### src/rtl/baud_tick_gen.sv
// -----------------------------------------------------------------------------
// baud_tick_gen
//
// Runtime-programmable baud tick generator. A divider counter produces a
// one-cycle oversample tick (tick_os) every P cycles, where P is the effective
// divisor (div_act clamped to >= 2) plus an optional fractional carry. Every
// OS-th oversample tick is also flagged as a bit tick (tick_bit).
//
// A new divisor / fractional adjust is offered through a valid/ready handshake
// into a single shadow slot. The shadow is promoted to the active
// configuration at the first tick_os, en-low or sync_clr cycle, so a running
// period is never cut short by a reload.
//
// Build option:
//   BAUD_FRAC_EN  defined   -> fractional accumulator and cfg_frac path present
//                 undefined -> integer-only divider, cfg_frac ignored
//                              (port list identical in both builds)
//
// Parameters:
//   DIV_W      width of the integer divisor
//   FRAC_W     width of the fractional adjust (units of 1/2^FRAC_W cycle)
//   OS         oversample ratio, power of two, >= 2
//   DIV_RESET  divisor loaded at reset
//
// Ports:
//   clk        in   system clock, rising edge
//   reset_n    in   asynchronous active-low reset
//   en         in   count enable; low freezes counters and suppresses ticks
//   sync_clr   in   synchronous phase clear (priority over en)
//   cfg_valid  in   new configuration offered
//   cfg_ready  out  shadow configuration slot free
//   cfg_div    in   new integer divisor
//   cfg_frac   in   new fractional adjust
//   tick_os    out  oversample tick, one cycle wide
//   tick_bit   out  bit tick, coincident with every OS-th tick_os
// -----------------------------------------------------------------------------
module baud_tick_gen #(
  parameter int DIV_W     = 16,
  parameter int FRAC_W    = 4,
  parameter int OS        = 16,
  parameter int DIV_RESET = 326
) (
  input  logic              clk,
  input  logic              reset_n,
  input  logic              en,
  input  logic              sync_clr,
  input  logic              cfg_valid,
  output logic              cfg_ready,
  input  logic [DIV_W-1:0]  cfg_div,
  input  logic [FRAC_W-1:0] cfg_frac,
  output logic              tick_os,
  output logic              tick_bit
);

  localparam int OS_W = $clog2(OS);

  // Divider / phase state
  logic [DIV_W-1:0] cnt_q, cnt_d;
  logic [OS_W-1:0]  os_cnt_q, os_cnt_d;

  // Active and shadow integer configuration
  logic [DIV_W-1:0] div_act_q, div_act_d;
  logic [DIV_W-1:0] div_pend_q, div_pend_d;
  logic             pend_q, pend_d;

  logic [DIV_W-1:0] div_eff;
  logic [DIV_W:0]   period_m1;
  logic             carry;
  logic             apply;
  logic             capture;

  // Divisors 0 and 1 would give a degenerate (or never-firing) counter.
  assign div_eff = (div_act_q < DIV_W'(2)) ? DIV_W'(2) : div_act_q;

  // Last count of the current period. One extra bit so that d + carry cannot
  // overflow when div_act is at its maximum value.
  assign period_m1 = {1'b0, div_eff} + {{DIV_W{1'b0}}, carry}
                   - {{DIV_W{1'b0}}, 1'b1};

  assign tick_os   = en & ~sync_clr & ({1'b0, cnt_q} == period_m1);
  assign tick_bit  = tick_os & (os_cnt_q == OS_W'(OS - 1));
  assign cfg_ready = ~pend_q;

  // Promote the shadow on any boundary where no period is in flight or the
  // counters are frozen/cleared. Capture needs pend_q low and apply needs it
  // high, so the two can never coincide.
  assign apply   = pend_q & (tick_os | ~en | sync_clr);
  assign capture = cfg_valid & ~pend_q;

  // ---------------------------------------------------------------------------
  // Divider and oversample counters
  // ---------------------------------------------------------------------------
  always_comb begin
    cnt_d    = cnt_q;
    os_cnt_d = os_cnt_q;
    if (sync_clr) begin
      cnt_d    = '0;
      os_cnt_d = '0;
    end else if (tick_os) begin
      cnt_d    = '0;
      // OS is a power of two, so the natural wrap of os_cnt is the OS wrap.
      os_cnt_d = os_cnt_q + OS_W'(1);
    end else if (en) begin
      cnt_d    = cnt_q + DIV_W'(1);
    end
  end

  // ---------------------------------------------------------------------------
  // Integer configuration handshake
  // ---------------------------------------------------------------------------
  always_comb begin
    div_act_d  = div_act_q;
    div_pend_d = div_pend_q;
    pend_d     = pend_q;
    if (apply) begin
      div_act_d = div_pend_q;
      pend_d    = 1'b0;
    end else if (capture) begin
      div_pend_d = cfg_div;
      pend_d     = 1'b1;
    end
  end

  always_ff @(posedge clk or negedge reset_n) begin
    if (!reset_n) begin
      cnt_q      <= '0;
      os_cnt_q   <= '0;
      div_act_q  <= DIV_W'(DIV_RESET);
      div_pend_q <= '0;
      pend_q     <= 1'b0;
    end else begin
      cnt_q      <= cnt_d;
      os_cnt_q   <= os_cnt_d;
      div_act_q  <= div_act_d;
      div_pend_q <= div_pend_d;
      pend_q     <= pend_d;
    end
  end

  // ---------------------------------------------------------------------------
  // Fractional adjust
  // ---------------------------------------------------------------------------
`ifdef BAUD_FRAC_EN
  logic [FRAC_W-1:0] acc_q, acc_d;
  logic [FRAC_W-1:0] frac_act_q, frac_act_d;
  logic [FRAC_W-1:0] frac_pend_q, frac_pend_d;
  logic [FRAC_W:0]   frac_sum;

  // The carry of this period's accumulation stretches this period by one.
  assign frac_sum = {1'b0, acc_q} + {1'b0, frac_act_q};
  assign carry    = frac_sum[FRAC_W];

  always_comb begin
    acc_d       = acc_q;
    frac_act_d  = frac_act_q;
    frac_pend_d = frac_pend_q;
    if (sync_clr) begin
      acc_d = '0;
    end else if (tick_os) begin
      acc_d = frac_sum[FRAC_W-1:0];
    end
    if (apply) begin
      frac_act_d = frac_pend_q;
    end else if (capture) begin
      frac_pend_d = cfg_frac;
    end
  end

  always_ff @(posedge clk or negedge reset_n) begin
    if (!reset_n) begin
      acc_q       <= '0;
      frac_act_q  <= '0;
      frac_pend_q <= '0;
    end else begin
      acc_q       <= acc_d;
      frac_act_q  <= frac_act_d;
      frac_pend_q <= frac_pend_d;
    end
  end
`else
  // Integer-only build: every period is exactly d cycles.
  logic unused_cfg_frac;
  assign carry           = 1'b0;
  assign unused_cfg_frac = ^cfg_frac;
`endif

endmodule

### config.mk
export PLATFORM = sky130hd
export DESIGN_NAME = baud_tick_gen
export DESIGN_NICKNAME = d
export VERILOG_FILES = /design/src/rtl/baud_tick_gen.sv
export SDC_FILE = /design/constraint.sdc
export NUM_CORES = 1
export LEC_CHECK = 0
export CAP_MARGIN = 20
export CORE_MARGIN = 4
export CORE_UTILIZATION = 53
export DETAILED_ROUTE_END_ITERATION = 8
export PLACE_DENSITY = 0.84
export SLEW_MARGIN = 20
export SYNTH_ARGS = -nofsm -noshare
export SYNTH_HDL_FRONTEND = slang
export SYNTH_SLANG_ARGS = --single-unit
export TNS_END_PERCENT = 100
### constraint.sdc
create_clock -name clk -period 3.7 [get_ports clk]
set_input_delay 0.74 -clock clk [delete_from_list [all_inputs] [get_ports clk]]
set_output_delay 0.74 -clock clk [all_outputs]
set_load 0.01 [all_outputs]
Word-level counts from Yosys, hierarchy flattened
Index checks and enable logic that the tools add are counted.
Widths: inputs -> output; s select.
- logic and storage cells: 34
- output and inout bits: 3
- flip-flop bits (word level): 53
- reduce and logical (&&, ||, !) cells: 4
- muxes and demuxes: 8
- magnitude comparators: 1
- bitwise logic cells: 11
- $add $sub $neg: 3
- equal/unequal tests: 2
- operators with widths (cell ; count):
    $mux 16 ; 4
    $eq 16x17->1 ; 1
    $sub 16x1->17 const B ; 1
    $add 16x1->16 const B ; 1
    $lt 16x2->1 const B ; 1
    $mux 4 ; 2
    $and 1x1->1 ; 5
    $add 4x1->4 const B ; 1
    $eq 4x4->1 const B ; 1
    $not 1->1 ; 4
    $reduce_bool 2->1 ; 2
    $reduce_bool 3->1 ; 1
    $mux 1 ; 2
    $or 1x1->1 ; 2
    $reduce_and 2->1 ; 1

Longest topological paths before layout
- depth after elaboration: 10
- depth in mapped cells: 15
- gate-level depth less buffers: 11

Least setup slack after synthesis
OpenSTA, ideal clock, no wires.
- path kind: reg-to-output
- from: reg div_act_q[4]
- to: out tick_bit
- path slack: -0.306 ns
- arrival: 3.266 ns
- cell stages (with the launch flop): 16
- path buffers: 4
- path through: dfrtp_1 buf_6 nor4_1 clkbuf_1 nand4_1 nand2_1 ha_1 clkbuf_1 nor4bb_1 a31oi_1 nand3b_1 a211o_1 a21oi_1 and4_1 clkbuf_1 and4_1
- cells in the longest elaborated chain, start to end: 6
- ends and longest elaborated chain (element ; line ; RTL):
    start, declared ; 62 ; logic [DIV_W-1:0] div_act_q, div_act_d;
    start signal, assigned ; 128 ; div_act_q <= DIV_W'(DIV_RESET);
    start signal, assigned ; 134 ; div_act_q <= div_act_d;
    $lt 16x2->1 ; 73 ; assign div_eff = (div_act_q < DIV_W'(2)) ? DIV_W'(2) : div_act_q;
    $mux 16 * ; 73 ;
    $sub 16x1->17 * ; 78 ; - {{DIV_W{1'b0}}, 1'b1};
    $eq 16x17->1 * ; 80 ; assign tick_os = en & ~sync_clr & ({1'b0, cnt_q} == period_m1);
    $and 1x1->1 * ; 80 ;
    $and 1x1->1 * ; 81 ; assign tick_bit = tick_os & (os_cnt_q == OS_W'(OS - 1));
    end, declared ; 52 ; output logic tick_bit
Every way passes the cells marked *; elsewhere a longest branch is shown, timed or not.

Worst setup path after layout
- from: reg div_act_q[14]
- to: out tick_bit
The elaborated chain is that of the path after synthesis.

==> impl_metrics.json <==
{
  "cap_violations": 0,
  "dieArea_um2": 8340,
  "netlist_instances": 412,
  "syn_nets": 440,
  "antenna_left": 0,
  "initialDrtViolationCount": 431,
  "cts_tree": "done",
  "cp_top_family": "simple AND/OR/NAND/NOR gates",
  "final_cell_area_um2": 5180,
  "synth.cell_area_um2": 3680,
  "initial_core_util": 0.545,
  "leakagePower_nw": 2.07,
  "firstDrtPassIters": 6,
  "io_pins": 28,
  "h-tree-depth": 2,
  "grt_overflow_total": 0,
  "critical_path.max_stage_delay_ns": 0.44,
  "cp-end-kind": "output pin",
  "worst_slew_pin_slew_ns": 0.783,
  "final_layout_size_suffix_gt1_frac": 0.357,
  "core_area_um2": 6760,
  "clkSinkCount": 53,
  "post-route-period-util": 1.14,
  "nNetsFinal": 515,
  "cts_root_buffer": "clkbuf_8",
  "slowest_stage": "dfrtp_1",
  "cp_max_fo": 4,
  "path_common_cell": "buf_4",
  "path_buf_inv": 5,
  "worstSetupStartpointType": "flip-flop",
  "path_cells": "nor4_4, buf_4, nand4_1, nand2_2, ha_4, nor3b_4, buf_4, buf_4, nand3_1, xnor2_1, nor3b_1, and4_1, buf_4, and4_4, buf_6",
  "grt_max_degree": 36,
  "slew_viol_final": 0,
  "vdd_drop_max_uv": 335,
  "skew_ns": 0.0189,
  "period_needed_ns": 4.21,
  "mostFrequentLayoutCells": "buf_4 (67), dfrtp_1 (49), nand2_1 (32)",
  "hold_buffers": 0,
  "async_flop_share": 1.00,
  "violations": "setup timing",
  "post-route-drc-count": 0,
  "place_area_um2": 4330,
  "row_count": 30,
  "grt_pass1_vias": 3930,
  "grt_use_total": 0.296,
  "synth_edf_count": 0,
  "area_growth_pct": 40.7,
  "synth_seq_cells": 53,
  "vias": 4085,
  "yosysSeqAreaShare": 0.362,
  "viasPerCell": 7.19,
  "clk_latency_ns": 0.32,
  "yosys_most_used_dff": "dfrtp_1",
  "grt_pass1_wl_mm": 19.7,
  "finalSetupViolCount": 33,
  "numCtsBuffers": 5,
  "status": "complete, but fails checks",
  "synth_cell_type_count": 58,
  "relSlewSlack": 0.478,
  "wl_per_cell_um": 24.0,
  "rsz0062_at_grt": "yes",
  "cts_buffer_depth": 2,
  "crit_arrival_ns": 3.47,
  "die_w_um": 91.4,
  "path_class": "flip-flop to output pin",
  "max_freq_ghz": 0.237,
  "instances_no_fill": 568,
  "diodes": 0,
  "hold_viol": 0,
  "gp_congestion": 0.970,
  "layout_setup_ws_ns": -0.511,
  "port_buffers": 23,
  "final_common_cell": "buf_4",
  "power_density_nw_per_um2": 489,
  "synth.avg_cell_area_um2": 8.94,
  "hp-class": "input pin to async pin",
  "place_hpwl_mm": 7.41,
  "routed_wirelength_mm": 13.6,
  "placed_cells": 535,
  "cp.required_ns": 2.96,
  "die_h_um": 91.4,
  "antenna_found_initial": 0,
  "ys_warn_count": 0,
  "clkSlewWorstSetupHoldPaths_ns": 0.11
}
==> per-layer routing <==
metal / vias up / part of all wire / track usage
met5: - / 0 / 0
met4: 0 / 0.063 / 0.143
met3: 105 / 0.097 / 0.0481
met2: 323 / 0.48 / 0.499
met1: 1944 / 0.36 / 0.369
li1: 1713 / - / -
==> power breakdown <==
part           leakage (nW)  switching (mW)  internal [mW]
Clock                0.0554           0.204          0.204
Sequential            0.655           0.105          0.694
Combinational          1.36           0.747          0.580
Total                  2.07            1.06           1.48
==> path summary, 6_finish.rpt <==
kind	start	end	slack, ns	cells past startpoint
min	reset_n	div_act_q[11]$_DFFE_PN0P_	0.49	1
max in group asynchronous	reset_n	div_act_q[1]$_DFFE_PN1P_	2.38	2
min in group clk	div_pend_q[12]$_DFFE_PN0P_	div_pend_q[12]$_DFFE_PN0P_	0.52	1
max	div_act_q[14]$_DFFE_PN0P_	tick_bit	-0.51	15
min reg2reg	div_pend_q[12]$_DFFE_PN0P_	div_pend_q[12]$_DFFE_PN0P_	0.52	1
max reg2reg	div_act_q[14]$_DFFE_PN0P_	div_act_q[15]$_DFFE_PN0P_	-0.39	16
==> synthesized netlist by cell type (3+ instances only) <==
cell type,count,area share
nor3b_1,6,0.012
nor2b_1,6,0.010
ha_1,3,0.010
o21ai_0,8,0.011
o22ai_1,17,0.029
nand3_1,18,0.024
nand2b_1,3,0.0051
a311oi_1,4,0.0095
inv_1,19,0.019
dfstp_2,4,0.029
a22o_1,3,0.0071
nor2_1,19,0.019
a31oi_1,19,0.032
and3_1,5,0.0085
nand4_1,12,0.020
buf_1,3,0.0031
or4_1,16,0.033
o311ai_1,16,0.038
xor2_1,14,0.033
nor4_1,3,0.0051
clkbuf_1,28,0.029
a32o_1,3,0.0082
a211oi_1,8,0.016
nand3b_1,3,0.0061
dfrtp_1,49,0.33
xnor2_1,14,0.033
nor3_1,7,0.0095
buf_2,3,0.0041
nand2_1,33,0.034
buf_6,3,0.0092
and4_1,3,0.0071
mux2_2,18,0.055
and2_1,4,0.0068
a211o_1,4,0.0095
a21oi_1,5,0.0068
==> logic make-up after synthesis <==
family	count (synthesis)	synth area share
adder cells (fa/ha/maj)	3	0.0102
AO/OA/AOI/OAI	100	0.198
multiplexers	21	0.0635
flip-flops	53	0.362
XOR/XNOR	29	0.0727
AND/OR/NAND/NOR	149	0.228
buffers and inverters	57	0.0663
==> worst reg2reg max path, delay by kind of cell (launching register included) <==
family                     cells  cell delay (ns)
and+or+nand+nor                7             1.99
AOI/OAI and AO/OA              3             0.68
adders and majority gates      1             0.17
DFF                            1             0.44
buffers and inverters          5             0.71
==> state kept, by name (all words and copies together) (netlist names) <==
name	cells
pend_q	1
div_act_q	16
cnt_q	16
div_pend_q	16
os_cnt_q	4
==> area by class of cell <==
class	instances	area (um2)
clock buffers	6	72.6
clock inverters	2	38.8
multi-input cells	302	2530
flip-flops and latches	53	1330
fillers	404	1580
well taps	80	100
repair buffers	106	1040
inverters	19	71.3
==> per-stage QoR <==
step                hold WS (ns)  utilization  setup TNS [ns]  setup WS (ns)  power [mW]
floorplan                  0.444            -               0        0.00415        1.37
global placement           0.491        0.641           -3.37         -0.439        1.71
detailed placement         0.496        0.641           -4.66         -0.487        1.76
CTS                        0.507        0.723           -1.95         -0.241        2.28
global route               0.527        0.767          -12.92         -0.661        2.62
finish                     0.489        0.767           -9.74         -0.511        2.53
==> repair_timing <==
action / 4_1_cts / 5_1_grt
cloned: 5 / 0
setup endpoints to repair: 23 / 33
pin swaps: 19 / 12
hold endpoints to repair: 0 / 0
setup buffers: 24 / 8
gates resized for setup: 42 / 45
No activity file was read; power rests on OpenSTA's default activity.
